## src/rtl/time_set_pkg.sv

```systemverilog
// time_set_pkg: shared types and constants for the watch time-setting controller.
//   - state_e    : controller FSM states
//   - *_MAX      : wrap limits for hour/minute/second
//   - FLD_*      : bit positions inside blink_mask ({hour, minute, second})
//   - BTN_*      : indices of the three buttons inside the debounced vectors
//   - wrap_step  : +1/-1 with wrap-around inside 0..max
package time_set_pkg;

   typedef enum logic [2:0] {
      RUN     = 3'd0,
      SET_H   = 3'd1,
      SET_M   = 3'd2,
      SET_S   = 3'd3,
      COMMIT  = 3'd4
   } state_e;

   localparam logic [7:0] HOUR_MAX = 8'd23;
   localparam logic [7:0] MIN_MAX  = 8'd59;
   localparam logic [7:0] SEC_MAX  = 8'd59;

   localparam int FLD_HOUR = 2;
   localparam int FLD_MIN  = 1;
   localparam int FLD_SEC  = 0;

   localparam int BTN_DOWN = 0;
   localparam int BTN_UP   = 1;
   localparam int BTN_MODE = 2;

   // Out-of-range values (e.g. a bogus captured time) fold back to 0 on an up step.
   function automatic logic [7:0] wrap_step(input logic [7:0] v, input logic [7:0] max,
                                            input logic up);
      if (up) return (v >= max) ? 8'd0 : v + 8'd1;
      else    return (v == 8'd0) ? max : v - 8'd1;
   endfunction

endpackage

```

## src/rtl/time_set_ctrl_if.sv

```systemverilog
// time_set_ctrl_if: controller <-> clock block / LCD formatter bundle.
//   cur_*      : live time from the clock block (binary)
//   run_en     : clock count enable, low while editing
//   load       : one-cycle pulse, clock block loads set_* on it
//   set_*      : edited time value
//   blink_mask : {hour, minute, second}, 1 = blank field on LCD
//   editing    : high while any field is being edited
// master = the controller, slave = clock block / display side.
interface time_set_ctrl_if;
   logic [7:0] cur_hour;
   logic [7:0] cur_minute;
   logic [7:0] cur_second;
   logic       run_en;
   logic       load;
   logic [7:0] set_hour;
   logic [7:0] set_minute;
   logic [7:0] set_second;
   logic [2:0] blink_mask;
   logic       editing;

   modport master (
      input  cur_hour, cur_minute, cur_second,
      output run_en, load, set_hour, set_minute, set_second, blink_mask, editing
   );

   modport slave (
      output cur_hour, cur_minute, cur_second,
      input  run_en, load, set_hour, set_minute, set_second, blink_mask, editing
   );
endinterface

```

## src/rtl/time_set_ctrl_btn_debounce.sv

```systemverilog
// btn_debounce: 2-flop synchronizer, stability counter and press pulse for one raw button.
//   clk, rst : clock, synchronous active-high reset
//   btn_raw  : asynchronous raw button level
//   held     : debounced level has been high for at least two cycles
//   press    : one-cycle pulse, the cycle after the debounced level rises
module btn_debounce #(
   parameter int DEBOUNCE_CYCLES = 50000
) (
   input  logic clk,
   input  logic rst,
   input  logic btn_raw,
   output logic held,
   output logic press
);
   localparam int CW = $clog2(DEBOUNCE_CYCLES + 1);
   localparam logic [CW-1:0] CNT_LAST = CW'(DEBOUNCE_CYCLES - 1);

   logic [1:0]    sync_q, sync_d;
   logic [CW-1:0] cnt_q, cnt_d;
   logic          level_q, level_d;
   logic          prev_q, prev_d;
   logic          press_q, press_d;

   always_comb begin
      sync_d  = {sync_q[0], btn_raw};
      cnt_d   = '0;
      level_d = level_q;
      // Counter only advances on consecutive mismatch cycles; flip on the last one.
      if (sync_q[1] != level_q) begin
         if (cnt_q == CNT_LAST) level_d = ~level_q;
         else                   cnt_d   = cnt_q + 1'b1;
      end
      prev_d  = level_q;
      press_d = level_q & ~prev_q;
   end

   always_ff @(posedge clk) begin
      if (rst) begin
         sync_q  <= '0;
         cnt_q   <= '0;
         level_q <= 1'b0;
         prev_q  <= 1'b0;
         press_q <= 1'b0;
      end else begin
         sync_q  <= sync_d;
         cnt_q   <= cnt_d;
         level_q <= level_d;
         prev_q  <= prev_d;
         press_q <= press_d;
      end
   end

   assign held  = level_q & prev_q;
   assign press = press_q;
endmodule

```

## src/rtl/time_set_ctrl.sv

```systemverilog
// time_set_ctrl: manual watch-time setting from three push-buttons.
//   clk, rst          : clock, synchronous active-high reset
//   btn_mode/up/down  : raw asynchronous buttons, active-high
//   tif (master)      : cur_* in; run_en, load, set_*, blink_mask, editing out
// RUN -mode-> SET_H -mode-> SET_M -mode-> SET_S -mode-> COMMIT (1 cycle) -> RUN.
// Optional macro TIME_SET_AUTO_REPEAT_EN: holding up or down in a SET state
// generates extra steps after REPEAT_DELAY cycles, then every REPEAT_RATE cycles.
module time_set_ctrl
   import time_set_pkg::*;
#(
   parameter int DEBOUNCE_CYCLES = 50000,
   parameter int BLINK_CYCLES    = 12500000,
   parameter int REPEAT_DELAY    = 25000000,
   parameter int REPEAT_RATE     = 5000000
) (
   input  logic clk,
   input  logic rst,
   input  logic btn_mode,
   input  logic btn_up,
   input  logic btn_down,
   time_set_ctrl_if.master tif
);
   localparam int BW = $clog2(BLINK_CYCLES + 1);
   localparam logic [BW-1:0] BLINK_LAST = BW'(BLINK_CYCLES - 1);

   logic [2:0] raw, held, press;
   assign raw = {btn_mode, btn_up, btn_down};

   for (genvar i = 0; i < 3; i++) begin : g_btn
      btn_debounce #(.DEBOUNCE_CYCLES(DEBOUNCE_CYCLES)) u_dbc (
         .clk(clk), .rst(rst), .btn_raw(raw[i]), .held(held[i]), .press(press[i])
      );
   end

   state_e        state_q, state_d;
   logic [7:0]    hour_q, hour_d, min_q, min_d, sec_q, sec_d;
   logic [BW-1:0] blink_cnt_q, blink_cnt_d;
   logic          phase_q, phase_d;
   logic          editing_w, mode_ev, rpt_up, rpt_dn, step_up, step_dn, step, restart;

   assign editing_w = (state_q == SET_H) || (state_q == SET_M) || (state_q == SET_S);
   assign mode_ev   = press[BTN_MODE];

`ifdef TIME_SET_AUTO_REPEAT_EN
   localparam int RW = $clog2(REPEAT_DELAY + 1);
   logic [RW-1:0] rpt_cnt_q, rpt_cnt_d;
   logic          rpt_fire;

   // Holding both buttons, releasing, or a mode event restarts the hold timer.
   always_comb begin
      rpt_fire  = 1'b0;
      rpt_cnt_d = '0;
      if (editing_w && !mode_ev && (held[BTN_UP] ^ held[BTN_DOWN])) begin
         if (rpt_cnt_q == RW'(REPEAT_DELAY - 1)) begin
            rpt_fire  = 1'b1;
            rpt_cnt_d = RW'(REPEAT_DELAY - REPEAT_RATE);
         end else begin
            rpt_cnt_d = rpt_cnt_q + 1'b1;
         end
      end
   end

   always_ff @(posedge clk) begin
      if (rst) rpt_cnt_q <= '0;
      else     rpt_cnt_q <= rpt_cnt_d;
   end

   assign rpt_up = rpt_fire & held[BTN_UP];
   assign rpt_dn = rpt_fire & held[BTN_DOWN];
`else
   localparam int unused_rpt_params = REPEAT_DELAY + REPEAT_RATE;
   logic unused_held;
   assign unused_held = ^held;
   assign rpt_up = 1'b0;
   assign rpt_dn = 1'b0;
`endif

   // Up and down together cancel each other.
   assign step_up = (press[BTN_UP] | rpt_up) & ~(press[BTN_DOWN] | rpt_dn);
   assign step_dn = (press[BTN_DOWN] | rpt_dn) & ~(press[BTN_UP] | rpt_up);
   assign step    = step_up | step_dn;

   always_comb begin
      state_d     = state_q;
      hour_d      = hour_q;
      min_d       = min_q;
      sec_d       = sec_q;
      blink_cnt_d = blink_cnt_q;
      phase_d     = phase_q;
      restart     = 1'b0;
      if (editing_w) begin
         if (blink_cnt_q == BLINK_LAST) begin
            blink_cnt_d = '0;
            phase_d     = ~phase_q;
         end else begin
            blink_cnt_d = blink_cnt_q + 1'b1;
         end
      end
      // Mode is checked first in every SET state so it wins over up/down.
      case (state_q)
         RUN: if (mode_ev) begin
            hour_d  = tif.cur_hour;
            min_d   = tif.cur_minute;
            sec_d   = tif.cur_second;
            state_d = SET_H;
            restart = 1'b1;
         end
         SET_H: begin
            if (mode_ev)   begin state_d = SET_M; restart = 1'b1; end
            else if (step) begin hour_d = wrap_step(hour_q, HOUR_MAX, step_up); restart = 1'b1; end
         end
         SET_M: begin
            if (mode_ev)   begin state_d = SET_S; restart = 1'b1; end
            else if (step) begin min_d = wrap_step(min_q, MIN_MAX, step_up); restart = 1'b1; end
         end
         SET_S: begin
            if (mode_ev)   begin state_d = COMMIT; restart = 1'b1; end
            else if (step) begin sec_d = wrap_step(sec_q, SEC_MAX, step_up); restart = 1'b1; end
         end
         COMMIT:  state_d = RUN;
         default: state_d = RUN;
      endcase
      // Field is shown immediately after entry or a step.
      if (restart) begin
         blink_cnt_d = '0;
         phase_d     = 1'b0;
      end
   end

   always_ff @(posedge clk) begin
      if (rst) begin
         state_q     <= RUN;
         hour_q      <= '0;
         min_q       <= '0;
         sec_q       <= '0;
         blink_cnt_q <= '0;
         phase_q     <= 1'b0;
      end else begin
         state_q     <= state_d;
         hour_q      <= hour_d;
         min_q       <= min_d;
         sec_q       <= sec_d;
         blink_cnt_q <= blink_cnt_d;
         phase_q     <= phase_d;
      end
   end

   logic [2:0] mask;
   always_comb begin
      mask = '0;
      case (state_q)
         SET_H:   mask[FLD_HOUR] = phase_q;
         SET_M:   mask[FLD_MIN]  = phase_q;
         SET_S:   mask[FLD_SEC]  = phase_q;
         default: mask = '0;
      endcase
   end

   assign tif.run_en     = (state_q == RUN) || (state_q == COMMIT);
   assign tif.load       = (state_q == COMMIT);
   assign tif.set_hour   = hour_q;
   assign tif.set_minute = min_q;
   assign tif.set_second = sec_q;
   assign tif.blink_mask = mask;
   assign tif.editing    = editing_w;
endmodule

```

## src/flat_wrapper.sv

```systemverilog
// flat-port wrapper written by rule: the top's interface ports become plain ports
module time_set_ctrl_flat import time_set_pkg::*;
#(
   parameter int DEBOUNCE_CYCLES = 50000,
   parameter int BLINK_CYCLES    = 12500000,
   parameter int REPEAT_DELAY    = 25000000,
   parameter int REPEAT_RATE     = 5000000
)
  (clk, rst, btn_mode, btn_up, btn_down, tif_cur_hour, tif_cur_minute, tif_cur_second, tif_run_en, tif_load, tif_set_hour, tif_set_minute, tif_set_second, tif_blink_mask, tif_editing);
  time_set_ctrl_if tif_i ();
  input  logic clk;
  input  logic rst;
  input  logic btn_mode;
  input  logic btn_up;
  input  logic btn_down;
  input wire logic [$bits(tif_i.cur_hour)-1:0] tif_cur_hour;
  input wire logic [$bits(tif_i.cur_minute)-1:0] tif_cur_minute;
  input wire logic [$bits(tif_i.cur_second)-1:0] tif_cur_second;
  output wire logic [$bits(tif_i.run_en)-1:0] tif_run_en;
  output wire logic [$bits(tif_i.load)-1:0] tif_load;
  output wire logic [$bits(tif_i.set_hour)-1:0] tif_set_hour;
  output wire logic [$bits(tif_i.set_minute)-1:0] tif_set_minute;
  output wire logic [$bits(tif_i.set_second)-1:0] tif_set_second;
  output wire logic [$bits(tif_i.blink_mask)-1:0] tif_blink_mask;
  output wire logic [$bits(tif_i.editing)-1:0] tif_editing;
  assign tif_i.cur_hour = tif_cur_hour;
  assign tif_i.cur_minute = tif_cur_minute;
  assign tif_i.cur_second = tif_cur_second;
  assign tif_run_en = tif_i.run_en;
  assign tif_load = tif_i.load;
  assign tif_set_hour = tif_i.set_hour;
  assign tif_set_minute = tif_i.set_minute;
  assign tif_set_second = tif_i.set_second;
  assign tif_blink_mask = tif_i.blink_mask;
  assign tif_editing = tif_i.editing;
  time_set_ctrl #(.DEBOUNCE_CYCLES(DEBOUNCE_CYCLES), .BLINK_CYCLES(BLINK_CYCLES), .REPEAT_DELAY(REPEAT_DELAY), .REPEAT_RATE(REPEAT_RATE)) u_core (.clk(clk), .rst(rst), .btn_mode(btn_mode), .btn_up(btn_up), .btn_down(btn_down), .tif(tif_i));
endmodule
```

## config.mk

```make
export PLATFORM = sky130hd
export DESIGN_NAME = time_set_ctrl_flat
export DESIGN_NICKNAME = d
export VERILOG_FILES = /design/src/rtl/time_set_pkg.sv /design/src/rtl/time_set_ctrl_if.sv /design/src/rtl/time_set_ctrl_btn_debounce.sv /design/src/rtl/time_set_ctrl.sv /design/src/flat_wrapper.sv
export SDC_FILE = /design/constraint.sdc
export NUM_CORES = 1
export LEC_CHECK = 0
export CAP_MARGIN = 20
export CORE_ASPECT_RATIO = 0.8
export CORE_MARGIN = 2
export CORE_UTILIZATION = 62
export DETAILED_ROUTE_END_ITERATION = 7
export GPL_ROUTABILITY_DRIVEN = 0
export PLACE_DENSITY = 0.85
export SYNTH_ARGS = -nofsm -noshare
export SYNTH_HDL_FRONTEND = slang
export SYNTH_HIERARCHICAL = 1
export SYNTH_SLANG_ARGS = --single-unit
```

## constraint.sdc

```tcl
create_clock -name clk -period 5.9 [get_ports clk]
set_clock_uncertainty 0.15 [all_clocks]
set_input_delay 0.59 -clock clk [delete_from_list [all_inputs] [get_ports clk]]
set_output_delay 0.59 -clock clk [all_outputs]
set_load 0.005 [all_outputs]
```

== Yosys cells after proc, flatten, opt, wreduce, memory -nomap -nowiden ==
Cells that the tools add are included.

* Register bits after elaboration: 115
* Output and inout port bits: 30

* Add/subtract/negate cells: 10
* Magnitude comparators: 3
* Equality and inequality tests: 21
* Multiplexer cells: 34
* Bitwise operators: 18
* Reduce and logical (&&, ||, !) cells: 23

{| class="wikitable"
|+ Operator list
! kind !! number
|-
| 8-bit 2-to-1 mux || 18
|-
| 16-bit by 1-bit adder with 16-bit output, second input constant || 3
|-
| 16-bit equality test, second input constant || 3
|-
| 8-bit one-hot mux with 2 select lines || 3
|-
| 24-bit by 1-bit adder with 24-bit output, second input constant || 1
|-
| 8-bit by 1-bit adder with 8-bit output, second input constant || 3
|-
| 24-bit equality test, second input constant || 1
|-
| 8-bit logical NOT || 3
|-
| 24-bit 2-to-1 mux || 1
|-
| 8-bit by 1-bit subtractor with 8-bit output, second input constant || 3
|-
| 8-bit by 6-bit greater-or-equal comparator with 1-bit output, second input constant || 2
|-
| 4-bit AND reduction || 4
|-
| 2-bit inequality test, second input constant || 7
|-
| 3-bit 2-to-1 mux || 4
|-
| 1-bit inverter || 12
|-
| 3-bit one-hot mux with 4 select lines || 1
|-
| 3-bit OR reduction || 4
|-
| 8-bit by 5-bit greater-or-equal comparator with 1-bit output, second input constant || 1
|-
| 2-bit AND reduction || 4
|-
| 3-bit by 2-bit equality test with 1-bit output, second input constant || 2
|-
| 1-bit 2-to-1 mux || 6
|-
| 2-bit by 1-bit inequality test with 1-bit output, second input constant || 3
|-
| 2-bit nonzero test || 3
|-
| 1-bit AND || 5
|-
| other kinds (8) || 12
|}

== Depth between registers and ports, before layout ==
Gate-level depths: netlist (run 1).

* Depth in word-level cells: 7
* Mapped depth: 9
* Depth with buffers taken out: 7

== Hierarchy ==
Netlist (run 1), hierarchy kept.

{| class="wikitable"
|+ Modules (own cells, without submodules)
! module !! times used !! cells each !! area an instance (µm²) !! seq. area each (µm²)
|-
| time_set_ctrl || 1 || 452 || 3,480.8 || 1,041.0
|-
| btn_debounce || 3 || 92 || 913.4 || 420.4
|}

== Worst setup path before layout (run 1) ==
OpenSTA, ideal clock, no wires.

* Path type: register to register
* Start: register u_core.blink_cnt_q[0]
* End: register u_core.blink_cnt_q[16]
* Arrival time: 1.957 ns
* Path slack: 3.679 ns
* Cell stages (with the launch flop): 10
* Buffers on the path: 3
* Cells stage by stage: dfxtp_1 > ha_1 > inv_1 > or3_1 > buf_2 > or4_4 > nand2b_2 > buf_6 > buf_6 > nor2_1

* Cells in the longest elaborated chain, start to end: 2

{| class="wikitable"
|+ RTL lines
! what !! line !! text
|-
| from (decl) || time_set_ctrl.sv:37 || <nowiki>logic [BW-1:0] blink_cnt_q, blink_cnt_d;</nowiki>
|-
| from (signal assigned) || time_set_ctrl.sv:143 || <nowiki>blink_cnt_q <= blink_cnt_d;</nowiki>
|-
| 24-bit by 1-bit adder with 24-bit output / 24-bit equality test (equally long branches) || time_set_ctrl.sv:96, time_set_ctrl.sv:92 ||
|-
| 24-bit 2-to-1 mux (*) || time_set_ctrl.sv:92 || <nowiki>if (blink_cnt_q == BLINK_LAST) begin</nowiki>
|}

Mark *: on every way between the ends. The rest lies on a longest branch, timed or not.
A chain may end at the register's enable or synchronous reset.

== Worst setup path in the final report (run 1) ==
* Start: register u_core.state_q[0]
* End: output tif_blink_mask[2]

* Cells in the longest elaborated chain, start to end: 2

{| class="wikitable"
|+ RTL lines
! what !! line !! text
|-
| from (decl) || time_set_ctrl.sv:35 || <nowiki>state_e state_q, state_d;</nowiki>
|-
| from (signal assigned) || time_set_ctrl.sv:139 || <nowiki>state_q <= state_d;</nowiki>
|-
| 3-bit by 1-bit equality test with 1-bit output || time_set_ctrl.sv:151 || <nowiki>case (state_q)</nowiki>
|-
| 1-bit 2-to-1 mux || time_set_ctrl.sv:151 ||
|-
| to (decl) || flat_wrapper.sv:24 || <nowiki>output wire logic [$bits(tif_i.blink_mask)-1:0] tif_blink_mask;</nowiki>
|}

Every way passes these cells.

==> out/metrics.cfg, run 1 <==
[route]
drt_iter0_drc=503
drt-pass1-iter-count=5
drt-total-wl_um=14420
viasPerCell=6.106
vias=5630
post_drt_wl_per_cell_um=15.64
ant_nets=0
drc_errors=0

[power]
powerDensity_nw_per_um2=248.7
total_leakage_power_nw=2.495
ir_drop_mv=0.2417

[cells_and_area]
most-common-layout-cells=115 x dfxtp_1, 111 x nor2_1, 58 x clkdlybuf4s50_1
layout_commonest_cell=dfxtp_1
fin_nets=813
seqCellArea_um2=2302
utilization_pct=76.43
diodes=0
final-instance-count-excl-fill=922
multi_input_area_um2=3640
num-fill-cells=662
drive_gt1_share_pct=10.05
area_growth_pct=19.41

[global_route]
grt_pass1_vias=5174
use_met3_pct=5.962
grt_use_total_pct=26.85
grt_max_degree=45
overflow=0
grt_util_met1_pct=34.15
top_usage_layer=met2
antenna_found_initial=0
grt_use_met2_pct=44.35
grt_pass1_wl_um=23630

[clock_network]
insertion_delay_ps=400
cts_tree=yes
ctsResizeCount=0
tritoncts.num_buffers=17
cts_hold_buf=0
root_buffer=clkbuf_16
postCtsSetupBuffers=0
clockBufferDepth=2
htree_levels=4
clock_sinks=115
clk_pin_slew_ps=50

[worst_setup_path]
cp-start-kind=flop
regToRegStartpoint=u_core/g_btn[0].u_dbc/press
r2r_cells=7
critPathArrivalTime_ps=2600
r2r_slack_ps=3240
r2r-end=u_core/tif.set_second[2]
endpoint_kind=primary output
worstSetupPathType=reg2out
required_ps=5160
cp_max_fo=17

[sta]
fmax_mhz=299.8
setup-tns-final_ps=0
setup_viol=0
fin_crit_sh_pct=56.53
finalHoldViolations=0
relSlewSlack_pct=37.33
period_needed_ps=3335
final_max_slew_viol_count=0
rsz0062_at_grt=no
hold_slack_ps=237.8
worstMarginPinSlew_ps=940.1

[synthesis]
synth_nets=765
avgSynthCellArea_um2=8.555
yosys_warnings=6
syn_area_um2=6202
synthCells=725

[placed_design]
hpwl_um=9626
portBuffers=58
post-place-cells=890

[die]
boundaryPins=59
start_util_pct=64.01
core_um2=9689
fp.dieArea_um2=10830
die_y_um=93.46
row_count=32
die_x_um=115.8

[status]
status=finished, final reports clean

[worst_hold_path]
min_to=u_core/g_btn[2].u_dbc/press
min_path_cells=1
worst_hold_path_type=reg2reg
hold_start=u_core/g_btn[2].u_dbc/prev_q

[run]
maxCapViolCount=0

-- worst max-delay path: stages (launching register included) --
cell and delay (ps):
dfxtp_1 670, nor3b_1 800, and2_1 230, clkdlybuf4s50_1 490
-- layer usage --
layer / routed length [um] / part of all wire, % / vias to the layer above
met1: 6397 / 44 / 2684
met5: 0 / 0 / -
met2: 6905 / 48 / 220
met3: 804 / 5.6 / 39
li1: - / - / 2687
met4: 311 / 2.2 / 0
-- area by class of cell --
class | count | area share (%)
flip-flops and latches | 115 | 31.09
inverters | 28 | 1.419
well taps | 136 | 2.298
repair buffers | 59 | 7.941
multi-input cells | 552 | 49.15
clock buffers | 24 | 6.775
clock inverters | 8 | 1.335
-- per-stage QoR --
| stage | setup slack (ps) | instance area [um2] | total power, W |
|---|---|---|---|
| 2_1_floorplan | 3679 | 6202 | 0.0008136 |
| 3_3_place_gp | 2988 | 6805 | 0.0008359 |
| 3_5_place_dp | 2920 | 6805 | 0.0008367 |
| 4_1_cts | 2576 | 7406 | 0.001855 |
| 5_1_grt | 2441 | 7406 | 0.001896 |
| 6_report | 2565 | 7406 | 0.001842 |
-- sequential cells by signal, indices dropped and copies added (netlist names) --
name	cells
u_core/g_btn.u_dbc/sync_q	6
u_core/blink_cnt_q	24
u_core/g_btn.u_dbc/cnt_q	48
u_core/tif.set_minute	8
u_core/phase_q	1
u_core/tif.set_second	8
u_core/tif.set_hour	8
u_core/g_btn.u_dbc/press	3
u_core/g_btn.u_dbc/prev_q	3
u_core/g_btn.u_dbc/level_q	3
u_core/state_q	3
-- report_power, final --
part	switching (W)	internal, W	total (W)	leakage (nW)
logic	0.0000186	0.0000213	0.0000399	1.28
clock network	0.000344	0.000676	0.00102	0.292
registers	0.00000168	0.000780	0.000782	0.927
total	0.000365	0.00148	0.00184	2.49
-- worst max-delay path by stage --
| stage | start | to | cells after the start |
|---|---|---|---|
| 2_1_floorplan | u_core/blink_cnt_q[0] | u_core/blink_cnt_q[16] | 9 |
| 3_3_place_gp | rst | u_core/blink_cnt_q[19] | 6 |
| 3_5_place_dp | rst | u_core/blink_cnt_q[8] | 6 |
| 4_1_cts | u_core/state_q[0] | tif_blink_mask[2] | 3 |
| 5_1_grt | u_core/state_q[0] | tif_blink_mask[2] | 3 |
| 6_report | u_core/state_q[0] | tif_blink_mask[2] | 3 |
(Power assumes the default switching activity.)
==> inputs of run 2 (changes only) <==
CORE_UTILIZATION = 52   (was 62)
PLACE_DENSITY = 0.76   (was 0.85)
clock period = 3.06 ns   (was 5.9 ns; I/O delays follow)
==> out/metrics.cfg, run 2 (synthesis gave the netlist of run 1 again) <==
[clock_network]
ctsResizeCount=0  ; unchanged
root_buffer=clkbuf_16
postCtsSetupBuffers=0  ; unchanged
clock_sinks=115  ; unchanged
insertion_delay_ps=410  ; about the same
cts_tree=yes
clockBufferDepth=2  ; unchanged
clk_pin_slew_ps=50  ; about the same
tritoncts.num_buffers=17  ; unchanged
htree_levels=4  ; unchanged
cts_hold_buf=0  ; unchanged

[sta]
final_max_slew_viol_count=0  ; unchanged
relSlewSlack_pct=49.45  ; +12 points
fmax_mhz=362.5
worstMarginPinSlew_ps=753.2  ; -186.9 ps
hold_slack_ps=242.3  ; +4.506 ps
setup_viol=0  ; unchanged
period_needed_ps=2758
setup-tns-final_ps=0  ; unchanged
rsz0062_at_grt=no
finalHoldViolations=0  ; unchanged
fin_crit_sh_pct=90.14

[worst_setup_path]
regToRegStartpoint=u_core/state_q[0]
cp-startpoint=u_core/state_q[1]
r2r-end=u_core/blink_cnt_q[7]
critPathArrivalTime_ps=2300  ; -300 ps
cp_max_fo=17  ; unchanged
worstSetupPathType=reg2out
r2r_slack_ps=440  ; -2800 ps
required_ps=2600  ; -2560 ps
slowest_delay_ps=700  ; -100 ps
endpoint_kind=primary output
cp-start-kind=flop
r2r_cells=5  ; -2
cp_slowest_cell=dfxtp_1
crit_chain=and3b_1 -> and2_1 -> clkdlybuf4s50_1

[die]
core_um2=11560  ; +19%
start_util_pct=53.65  ; -10 points
boundaryPins=59  ; unchanged
row_count=35  ; +9.4%
die_y_um=101.7  ; +8.8%
fp.dieArea_um2=12820  ; +18%
die_x_um=126.1  ; +8.9%

[route]
drt-pass1-iter-count=4  ; -1
viasPerCell=5.918  ; -3.1%
vias=5563  ; -1.2%
drc_errors=0  ; unchanged
ant_nets=0  ; unchanged
post_drt_wl_per_cell_um=14.91  ; -4.6%
drt-total-wl_um=14020  ; -2.8%
drt_iter0_drc=317  ; -37%

[cells_and_area]
utilization_pct=64.69  ; -12 points
diodes=0  ; unchanged
num-fill-cells=943  ; +42%
layout_commonest_cell=dfxtp_1
area_growth_pct=20.58
reg_top3=u_core/g_btn.u_dbc/cnt_q x48, u_core/blink_cnt_q x24
fin_nets=819  ; +0.74%
drive_gt1_share_pct=10.73  ; +0.68 points
most-common-layout-cells=115 x dfxtp_1, 111 x nor2_1, 58 x clkdlybuf4s50_1
largest_reg_flops=48  ; unchanged
top_register=u_core/g_btn.u_dbc/cnt_q

[worst_hold_path]
hold_start=u_core/g_btn[0].u_dbc/prev_q
min_to=u_core/g_btn[0].u_dbc/press
worst_hold_path_type=reg2reg
min_path_cells=1  ; unchanged

[global_route]
overflow=0  ; unchanged
grt_pass1_wl_um=23790  ; +0.67%
grt_pass1_vias=5194  ; +0.39%
grt_use_total_pct=22.37  ; -4.5 points
antenna_found_initial=0  ; unchanged
grt_max_degree=44  ; -2.2%

[run]
maxCapViolCount=0  ; unchanged

[power]
powerDensity_nw_per_um2=482.2  ; +94%
ir_drop_mv=0.3507  ; +45%
total_leakage_power_nw=2.523  ; +1.1%

[placed_design]
hpwl_um=9545  ; -0.84%
portBuffers=58  ; unchanged

[status]
status=finished, final reports clean

[run 2: cell types whose count changed in the layout (fill, tap and decap cells not counted), sizes merged]
cell / before / now
buf: 1 / 7
clkbuf: 24 / 21
bufinv: 2 / 3
clkinvlp: 2 / 3
inv: 28 / 29
[run 2: layout make-up]
class	instances	area (um2)	share of cell area [%]
sequential	115	2302	30.78
multi-input combinational	552	3640	48.67
timing repair buffer	65	633.1	8.466
clock buffer	21	460.4	6.157
inverter	28	105.1	1.405
clock inverter	11	152.6	2.041
tap	148	185.2	2.476
[run 2: where the power goes]
group | leakage, nW | total [W] | internal, W | switching (W)
Combinational | 1.31 | 0.0000765 | 0.0000410 | 0.0000354
Clock | 0.290 | 0.00202 | 0.00133 | 0.000697
Sequential | 0.927 | 0.00151 | 0.00150 | 0.00000262
[run 2: layer usage]
layer | up-vias | part of all wire (%) | track usage [%]
met1 | 2657 | 47 | 28.43
li1 | 2690 | - | -
met3 | 26 | 5.8 | 6.128
met2 | 190 | 46 | 36.77
met5 | - | 0 | 0
met4 | 0 | 1.7 | 8.369
[run 2: worst max-delay path by stage]
stage                        endpoint  slack [ps]
2_1_floorplan  u_core/blink_cnt_q[16]         840
3_3_place_gp    u_core/blink_cnt_q[3]         560
3_5_place_dp   u_core/blink_cnt_q[21]         490
4_1_cts             tif_blink_mask[0]         320
5_1_grt             tif_blink_mask[0]         180
6_report            tif_blink_mask[0]         300
[run 2: worst max-delay path, delay by kind of cell, from the launching register on]
kind / cells / cell delay (ps)
buffers and inverters: 1 / 490
flip-flops: 1 / 700
AND/OR/NAND/NOR: 2 / 710
[run 2: stage by stage]
| stage | cells | setup WS [ps] | cell area (um2) | power, W |
|---|---|---|---|---|
| 3_5_place_dp | 908 | 486.2 | 6865 | 0.001613 |
| 4_1_cts | 940 | 322.0 | 7478 | 0.003637 |
| 2_1_floorplan | 725 | 838.7 | 6202 | 0.001569 |
| 5_1_grt | 940 | 182.5 | 7478 | 0.003719 |
| 6_report | 940 | 301.7 | 7478 | 0.003606 |
| 3_3_place_gp | 908 | 562.2 | 6865 | 0.001613 |
